==> config.mk <==
export PLATFORM = sky130hd
export DESIGN_NAME = crc_stream_appender
export DESIGN_NICKNAME = d
export VERILOG_FILES = /design/src/rtl/crc_stream_appender.sv
export SDC_FILE = /design/constraint.sdc
export NUM_CORES = 1
export LEC_CHECK = 0
export BUFFER_PORTS_ARGS = -buffer_cell sky130_fd_sc_hd__buf_2
export CORE_MARGIN = 2
export CORE_UTILIZATION = 49
export CTS_CLUSTER_SIZE = 14
export DETAILED_ROUTE_END_ITERATION = 7
export GPL_ROUTABILITY_DRIVEN = 0
export GPL_TIMING_DRIVEN = 0
export PLACE_DENSITY = 0.75
export SETUP_SLACK_MARGIN = 0.3
export SYNTH_ARGS = -nofsm -noshare
export SYNTH_HDL_FRONTEND = slang
export SYNTH_SLANG_ARGS = --single-unit
==> constraint.sdc <==
create_clock -name clk -period 2 [get_ports clk]
set_clock_uncertainty 0.1 [all_clocks]
set_input_delay 0.3 -clock clk [delete_from_list [all_inputs] [get_ports clk]]
set_output_delay 0.3 -clock clk [all_outputs]
set_load 0.01 [all_outputs]
==> src/rtl/crc_stream_appender.sv <==
// Streaming CRC generator: forwards a framed word stream unchanged and
// appends the final CRC as CRC_W/DATA_W trailing words.
//
// Ports:
//   clk, rst                          clock, synchronous active-high reset
//   s_valid/s_ready/s_data/s_last     input stream (valid/ready)
//   m_valid/m_ready/m_data/m_last     output stream, single register stage
//   crc_value/crc_done                final CRC of last frame + update strobe
module crc_stream_appender #(
    parameter int               CRC_W            = 16,
    parameter int               DATA_W           = 8,
    parameter logic [CRC_W-1:0] POLY             = 16'h8005,
    parameter logic [CRC_W-1:0] INIT             = '0,
    parameter bit               REFIN            = 1'b0,
    parameter bit               REFOUT           = 1'b0,
    parameter logic [CRC_W-1:0] XOROUT           = '0,
    parameter bit               APPEND_LSB_FIRST = 1'b0
) (
    input  logic              clk,
    input  logic              rst,
    input  logic              s_valid,
    output logic              s_ready,
    input  logic [DATA_W-1:0] s_data,
    input  logic              s_last,
    output logic              m_valid,
    input  logic              m_ready,
    output logic [DATA_W-1:0] m_data,
    output logic              m_last,
    output logic [CRC_W-1:0]  crc_value,
    output logic              crc_done
);

    localparam int NW = CRC_W / DATA_W;
    localparam int CW = (NW > 1) ? $clog2(NW + 1) : 1;

    typedef enum logic [1:0] {
        S_IDLE,
        S_DATA,
        S_APPEND
    } state_t;

    state_t            r_state;
    state_t            w_state_nxt;
    logic [CRC_W-1:0]  r_crc;
    logic [CRC_W-1:0]  r_final;
    logic [CW-1:0]     r_cnt;
    logic              r_m_valid;
    logic [DATA_W-1:0] r_m_data;
    logic              r_m_last;
    logic [CRC_W-1:0]  r_crc_value;
    logic              r_crc_done;

    logic              w_out_free;
    logic              w_in_xfer;
    logic [DATA_W-1:0] w_din;
    logic [CRC_W-1:0]  w_crc_upd;
    logic [CRC_W-1:0]  w_final;
    logic              w_load_crc;
    logic              w_app_done;
    logic [CW-1:0]     w_idx;
    logic [DATA_W-1:0] w_crc_word;

    function automatic logic [DATA_W-1:0] rev_data(
        input logic [DATA_W-1:0] d
    );
        logic [DATA_W-1:0] r;
        r = '0;
        for (int i = 0; i < DATA_W; i++) r[i] = d[DATA_W-1-i];
        return r;
    endfunction

    function automatic logic [CRC_W-1:0] rev_crc(
        input logic [CRC_W-1:0] d
    );
        logic [CRC_W-1:0] r;
        r = '0;
        for (int i = 0; i < CRC_W; i++) r[i] = d[CRC_W-1-i];
        return r;
    endfunction

    // DATA_W serial LFSR steps, MSB of the word first, unrolled.
    function automatic logic [CRC_W-1:0] crc_update(
        input logic [CRC_W-1:0]  c_in,
        input logic [DATA_W-1:0] d
    );
        logic [CRC_W-1:0] c;
        logic             fb;
        c = c_in;
        for (int i = DATA_W - 1; i >= 0; i--) begin
            fb = c[CRC_W-1] ^ d[i];
            c  = {c[CRC_W-2:0], 1'b0} ^ (fb ? POLY : '0);
        end
        return c;
    endfunction

    // The output register can take a new word when empty or draining now.
    assign w_out_free = !r_m_valid || m_ready;
    assign s_ready    = (r_state != S_APPEND) && w_out_free;
    assign w_in_xfer  = s_valid && s_ready;

    assign w_din     = REFIN ? rev_data(s_data) : s_data;
    assign w_crc_upd = crc_update(r_crc, w_din);
    assign w_final   = (REFOUT ? rev_crc(w_crc_upd) : w_crc_upd) ^ XOROUT;

    // r_cnt counts CRC words already loaded; NW means all are in flight.
    assign w_load_crc = (r_state == S_APPEND) && w_out_free
                        && (r_cnt != CW'(NW));
    assign w_app_done = (r_state == S_APPEND) && (r_cnt == CW'(NW))
                        && r_m_valid && m_ready;

    assign w_idx      = APPEND_LSB_FIRST ? r_cnt : (CW'(NW - 1) - r_cnt);
    assign w_crc_word = DATA_W'(r_final >> (w_idx * DATA_W));

    always_ff @(posedge clk) begin
        if (rst) begin
            r_state <= S_IDLE;
        end else begin
            r_state <= w_state_nxt;
        end
    end

    always_comb begin
        w_state_nxt = r_state;
        unique case (r_state)
            S_IDLE: begin
                if (w_in_xfer) begin
                    w_state_nxt = s_last ? S_APPEND : S_DATA;
                end
            end
            S_DATA: begin
                if (w_in_xfer && s_last) begin
                    w_state_nxt = S_APPEND;
                end
            end
            S_APPEND: begin
                if (w_app_done) begin
                    w_state_nxt = S_IDLE;
                end
            end
            default: w_state_nxt = S_IDLE;
        endcase
    end

    always_ff @(posedge clk) begin
        if (rst) begin
            r_crc       <= INIT;
            r_final     <= '0;
            r_cnt       <= '0;
            r_m_valid   <= 1'b0;
            r_m_data    <= '0;
            r_m_last    <= 1'b0;
            r_crc_value <= '0;
            r_crc_done  <= 1'b0;
        end else begin
            r_crc_done <= 1'b0;
            if (w_in_xfer) begin
                r_m_valid <= 1'b1;
                r_m_data  <= s_data;
                r_m_last  <= 1'b0;
                r_crc     <= w_crc_upd;
                if (s_last) begin
                    r_final     <= w_final;
                    r_crc_value <= w_final;
                    r_crc_done  <= 1'b1;
                    r_cnt       <= '0;
                end
            end else if (w_load_crc) begin
                r_m_valid <= 1'b1;
                r_m_data  <= w_crc_word;
                r_m_last  <= (r_cnt == CW'(NW - 1));
                r_cnt     <= r_cnt + 1'b1;
            end else if (w_out_free) begin
                r_m_valid <= 1'b0;
                r_m_last  <= 1'b0;
            end
            if (w_app_done) begin
                r_crc <= INIT;
            end
        end
    end

    assign m_valid   = r_m_valid;
    assign m_data    = r_m_data;
    assign m_last    = r_m_last;
    assign crc_value = r_crc_value;
    assign crc_done  = r_crc_done;

endmodule

==> results of run 1 <==
power groups by stage:
stage / combinational (µW) / clock, µW / sequential, µW
after CTS: 1140 / 828 / 1140
after detailed placement: 897 / 0 / 1150
after global routing: 1350 / 858 / 1160
after global placement: 880 / 0 / 1150
after floorplan: 664 / 0 / 1160
final: 1280 / 821 / 1150
worst max path at each step:
stage	start	end	slack [ps]	depth (start not counted)
floorplan	r_crc[15]	crc_value[1]	310	4
global placement	m_ready	m_data[4]	10	7
detailed placement	m_ready	m_data[7]	-30	7
CTS	r_crc[14]	crc_value[15]	240	6
global route	r_crc[10]	crc_value[0]	40	5
finish	r_crc[10]	crc_value[0]	120	5
per-layer routing:
| metal | wire, µm | global-route usage [%] | vias up |
|---|---|---|---|
| met5 | 0 | 0 | - |
| met4 | 81 | 8.547 | 0 |
| met3 | 395 | 6.494 | 10 |
| met2 | 2850 | 37.53 | 75 |
| met1 | 2606 | 30.09 | 941 |
| li1 | - | - | 963 |
flip-flops by register name (all words and copies together), names as in the netlist:
| register | flops |
|---|---|
| r_crc | 16 |
| m_data | 8 |
| r_cnt | 2 |
| crc_value | 16 |
| r_state | 2 |
| m_last | 1 |
| crc_done | 1 |
| m_valid | 1 |
cell usage in the layout, fill, tap and decap left out, types with 2 or more instances in the layout:
master,synthesis,final
mux2i_1,4,4
a211oi_2,0,3
buf_4,0,14
clkbuf_1,13,6
mux2_2,8,8
xnor2_1,12,6
a21oi_1,25,25
clkbuf_4,0,2
nand2_1,33,33
buf_12,0,3
buf_2,2,39
nor2_4,0,2
nor4_1,8,4
buf_8,0,3
a22oi_1,9,2
bufinv_16,0,2
dfxtp_2,0,5
clkbuf_2,0,3
inv_1,3,2
nor3_1,3,2
nor2_1,28,26
dfxtp_1,47,42
nor4_2,0,4
xnor2_2,5,10
a211oi_1,16,13
nand3_1,5,4
a22oi_2,0,7
clkbuf_8,0,5
cell families after synthesis:
| logic type | Yosys count |
|---|---|
| and+or+nand+nor | 87 |
| AOI/OAI and AO/OA | 53 |
| DFF | 47 |
| xor gates and xnor gates | 22 |
| buffers and inverters | 18 |
| muxes | 12 |
| adders and majority gates | 2 |
through the flow:
step | hold slack, ps | setup WS [ps]
floorplan | 340.5 | 309.5
global placement | 335.9 | 10.85
detailed placement | 340.8 | -34.02
CTS | 255.1 | 235.9
global route | 278.7 | 44.33
finish | 261.4 | 116.7
area by class of cell:
class,instances,area [µm²]
Sequential cell,47,947.2
Fill cell,320,1320
Timing Repair Buffer,55,352.8
Tap cell,52,65.06
Clock buffer,6,72.57
Clock inverter,2,60.06
Inverter,3,11.26
Multi-Input combinational cell,176,1353
Buffer,15,112.6
worst max-delay path, stage by stage, from the launching register on:
cell and delay [ps]:
dfxtp_1 340, xnor2_2 250, xor3_2 560, buf_4 180
xnor2_2 230, a211oi_2 100
repair_timing:
item	in CTS	in global routing
pin swaps	22	9
endpoints found under the setup margin	44	40
setup buffers	8	8
endpoints found under the hold margin	0	0
resized for setup	29	27
==> out/results.txt, run 1 <==
status: finished clean
Nets: 318
Post-Synthesis Cells: 241
drt first pass iters: 4
setup TNS: 0 ps
Starting DRT DRC Count: 128
Ports: 41
worst hold endpoint: m_data[4]
maximum fanout along the worst path: 5
XOR/XNOR Fraction of Synth Area: 12.70%
count leader, synth: dfxtp_1
RSZ-0062 raised after global routing: yes
post-DR wirelength/cell: 16.67 µm
H-tree Lvls: 2
CTS tree: done
hold_sp: s_data[4]
die area: 4949 µm²
Slew Limit Fails: 0
Via Count: 1989
first-pass GRT wire length: 8956 µm
CTS sink count: 47
Slew @ Worst Pin: 546.5 ps
dpl cells: 332
via/cell ratio: 5.587
main combinational cell family by area after synthesis: simple AND/OR/NAND/NOR gates
r2r endpoint: crc_value[0]
adder and majority cell fraction of the synthesized area: 1.160%
Area Growth Syn to Fin: 37.88%
Seq cells post-synth: 47
Clock power frac: 25.3%
hold buffer count at CTS: 0
Max Fclk: 531.0 MHz
largest net degree at the start of global routing: 15
Layout Utilization: 69.26%
drt drc: 0
Tmin final: 1883 ps
ys flop type: dfxtp_1
worst reg-to-reg path cell count: 5
Reg clk slew, reported paths: 90 ps
CP startpoint kind: flop
Int Pwr: 2193 µW
Worst Hold Depth: 3
post-synthesis mux area share: 6.032%
share of post-route cells with drive strength above 1: 41.12%
Final setup viols: 0
period utilization: 94.16%
final non-filler cell area: 2974 µm²
Core Area: 4294 µm²
Max Root-Sink Buffers: 2
Yosys top cell area share: 43.62%
routed wire length: 5934 µm
antenna-violating nets left: 0
Max Cap Viol: 0
placed cell area: 2465 µm²
Total Routing Usage GR: 23.42%
Num CTS Buffers: 5
Cell Pwr Density: 1092 nW/µm²
Crit Path Category: flop to flop
detailed placement HPWL: 3829 µm
total power: 3249 µW
complex-gate fraction of the synthesized area: 15.37%
cell row count: 24
post-route insts no fill: 356
Die H: 70.35 µm
worst hold-check path type: primary input to flop
Crit path required time: 2070 ps
combinational share of power: 39.4%
register share of total power: 35.4%
Net Count, Synth: 256
cell taking the most area after synthesis: dfxtp_1
commonest cells in the netlist: dfxtp_1, nand2_1, nor2_1
global route overflow: 0
simple-gate area share of the yosys netlist: 17.87%
Post-synth EDFFs: 0
Clock Latency Late Sink: 300 ps
Max-slew headroom: 63.30%
Leak Pwr: 0.001218 µW
antenna violations before repair: 0
switching power share of the total: 32.51%
worst vdd ir: 0.0005644 V
Synth area leaders: dfxtp_1, a21oi_1, nand2_1
NetSw: 1056 µW
final hold vios: 0
I/O Buffers: 39
critical path endpoint category: flop
Netlist cell types: 32
register-to-register setup slack: 120 ps
Die W: 70.35 µm
Synth Cell Area: 2157 µm²
sequential share of the synthesized area: 43.62%
Reg-to-Reg Start: r_crc[10]
warnings from Yosys: 0
vias in the first global route: 1768
Async SR Flop Fraction: 0%
Initial Utilization: 50.23%
Avg Synthesized Cell Area: 8.950 µm²
clock root buffer: clkbuf_8
CP Data Arrival Time: 1950 ps
Antenna Cells: 0
Power figures use the tool's default switching activity.
==> run 2: changes to the inputs <==
--- a/config.mk
+++ b/config.mk
@@ -8,11 +8,12 @@
 export BUFFER_PORTS_ARGS = -buffer_cell sky130_fd_sc_hd__buf_2
 export CORE_MARGIN = 2
 export CORE_UTILIZATION = 49
-export CTS_CLUSTER_SIZE = 14
+export CTS_CLUSTER_SIZE = 30
 export DETAILED_ROUTE_END_ITERATION = 7
 export GPL_ROUTABILITY_DRIVEN = 0
 export GPL_TIMING_DRIVEN = 0
 export PLACE_DENSITY = 0.75
+export REMOVE_ABC_BUFFERS = 1
 export SETUP_SLACK_MARGIN = 0.3
 export SYNTH_ARGS = -nofsm -noshare
 export SYNTH_HDL_FRONTEND = slang
==> run 2 against run 1 <==
Compared with the run above:
- power is 8.2% lower
- combinational power is 7% lower
- worst hold slack worse by 6.2 ps
- sequential power hardly changed
- global-route usage is 0.84 points lower
- clock-buffer cell count is 1 higher
- register-to-register slack better by 50 ps
- die area stayed put
- sequential cell count stayed put
- largest power group unchanged
==> out/results.txt, run 2 (synthesis results as in run 1) <==
Worst Hold Depth: 3
clock root buffer: clkbuf_8
Reg area: 953.4 µm²
worst hold-check path type: primary input to flop
register-to-register setup slack: 160 ps
Die W: 70.35 µm
Initial Utilization: 50.23%
vias in the first global route: 1815
via/cell ratio: 5.741
Reg-to-Reg Start: r_crc[14]
Max-slew headroom: 54.83%
Reg clk slew, reported paths: 90 ps
commonest non-fill, non-tap cell in the layout: dfxtp_1
CTS sink count: 47
Clock power frac: 21.7%
Nets: 309
hold buffer count at CTS: 0
Int Pwr: 1984 µW
Crit path required time: 2110 ps
status: finished clean
post-DR wirelength/cell: 16.69 µm
Area Growth Syn to Fin: 31.15%
setup TNS: 0 ps
Crit Path Category: flop to flop
final hold vios: 0
Max Fclk: 544.3 MHz
H-tree Lvls: 2
Starting DRT DRC Count: 113
Antenna Cells: 0
CP Data Arrival Time: 1950 ps
Slew @ Worst Pin: 677.6 ps
maximum fanout along the worst path: 4
Total Routing Usage GR: 22.58%
area of the multi-input gates: 1333 µm²
drt first pass iters: 4
switching power share of the total: 33.46%
Core Area: 4294 µm²
crit path from: r_crc[14]
crit-path cells: xnor2_2 -> xnor2_2 -> xnor3_2 -> xnor2_2 -> a211oi_1
detailed placement HPWL: 3097 µm
combinational share of power: 40.0%
cell row count: 24
first-pass GRT wire length: 8735 µm
Filler cells: 345
post-route insts no fill: 347
drt drc: 0
Layout Utilization: 65.88%
Cell Pwr Density: 1054 nW/µm²
Final setup viols: 0
die area: 4949 µm²
most numerous cell on the critical path: xnor2_2
Num CTS Buffers: 5
NetSw: 997.8 µW
register share of total power: 38.3%
CP max stage cell: xnor3_2
I/O Buffers: 40
largest net degree at the start of global routing: 37
period utilization: 91.86%
Tmin final: 1837 ps
Via Count: 1992
Max Root-Sink Buffers: 2
antenna violations before repair: 0
antenna-violating nets left: 0
CTS tree: done
global route overflow: 0
Clock Latency Late Sink: 300 ps
share of post-route cells with drive strength above 1: 37.63%
hold_sp: s_data[7]
routed wire length: 5791 µm
PnR worst setup slack: 162.8 ps
dpl cells: 319
Crit path largest cell delay: 480 ps
CP startpoint kind: flop
Ports: 41
critical path endpoint category: flop
worst reg-to-reg path cell count: 5
Max Cap Viol: 0
worst vdd ir: 0.0005306 V
Leak Pwr: 0.001166 µW
most frequent cells in the layout: dfxtp_1, buf_2, nand2_1, nor2_1, a21oi_1
worst slack at placement: -850.8 ps
RSZ-0062 raised after global routing: yes
Slew Limit Fails: 0
Die H: 70.35 µm
==> run 2: worst paths after layout <==
path | end
worst max register to register | crc_value[0]
worst min register to register | m_data[2]
worst min-delay path | m_data[7]
worst max-delay path | crc_value[0]
==> run 2: final cells by class <==
class | count | area share, %
clock inverter | 1 | 0.2654
tap | 52 | 2.300
sequential | 47 | 33.70
timing repair buffer | 59 | 12.83
inverter | 3 | 0.3981
clock buffer | 7 | 3.406
multi-input combinational | 178 | 47.10
==> run 2: repair_timing <==
item                                    in CTS  in global routing
pin swaps                                   16                 12
endpoints found under the setup margin      47                 33
hold endpoints to repair                     0                  0
resized for setup                           24                 16
buffers inserted                            12                  6
gates cloned                                 1                  1
==> run 2: routing by layer <==
layer | vias up | wire length (µm) | GRT usage, %
met2 | 81 | 2805 | 36.37
met3 | 8 | 410 | 4.762
met4 | 0 | 86 | 7.479
met5 | - | 0 | 0
li1 | 948 | - | -
met1 | 955 | 2489 | 30.16
==> run 2: power groups by stage <==
stage / Sequential (µW) / Combinational (µW) / Clock [µW]
detailed placement: 1160 / 846 / 0
floorplan: 1170 / 628 / 0
global route: 1160 / 1270 / 680
finish: 1140 / 1190 / 646
CTS: 1130 / 1100 / 646
global placement: 1150 / 829 / 0
==> run 2: worst max-delay path, delay by kind of cell (launching register included) <==
kind	cells	cell delay, ps
AOI/OAI and AO/OA	1	240
xor gates and xnor gates	4	1060
DFF	1	340
==> run 2: stage by stage <==
stage / area [µm²] / hold slack (ps) / total power, µW
finish: 2829 / 255.2 / 2982
global route: 2829 / 273.8 / 3114
CTS: 2700 / 252.8 / 2882
detailed placement: 2375 / 342.3 / 2003
global placement: 2364 / 334.7 / 1981
floorplan: 2098 / 269.1 / 1794
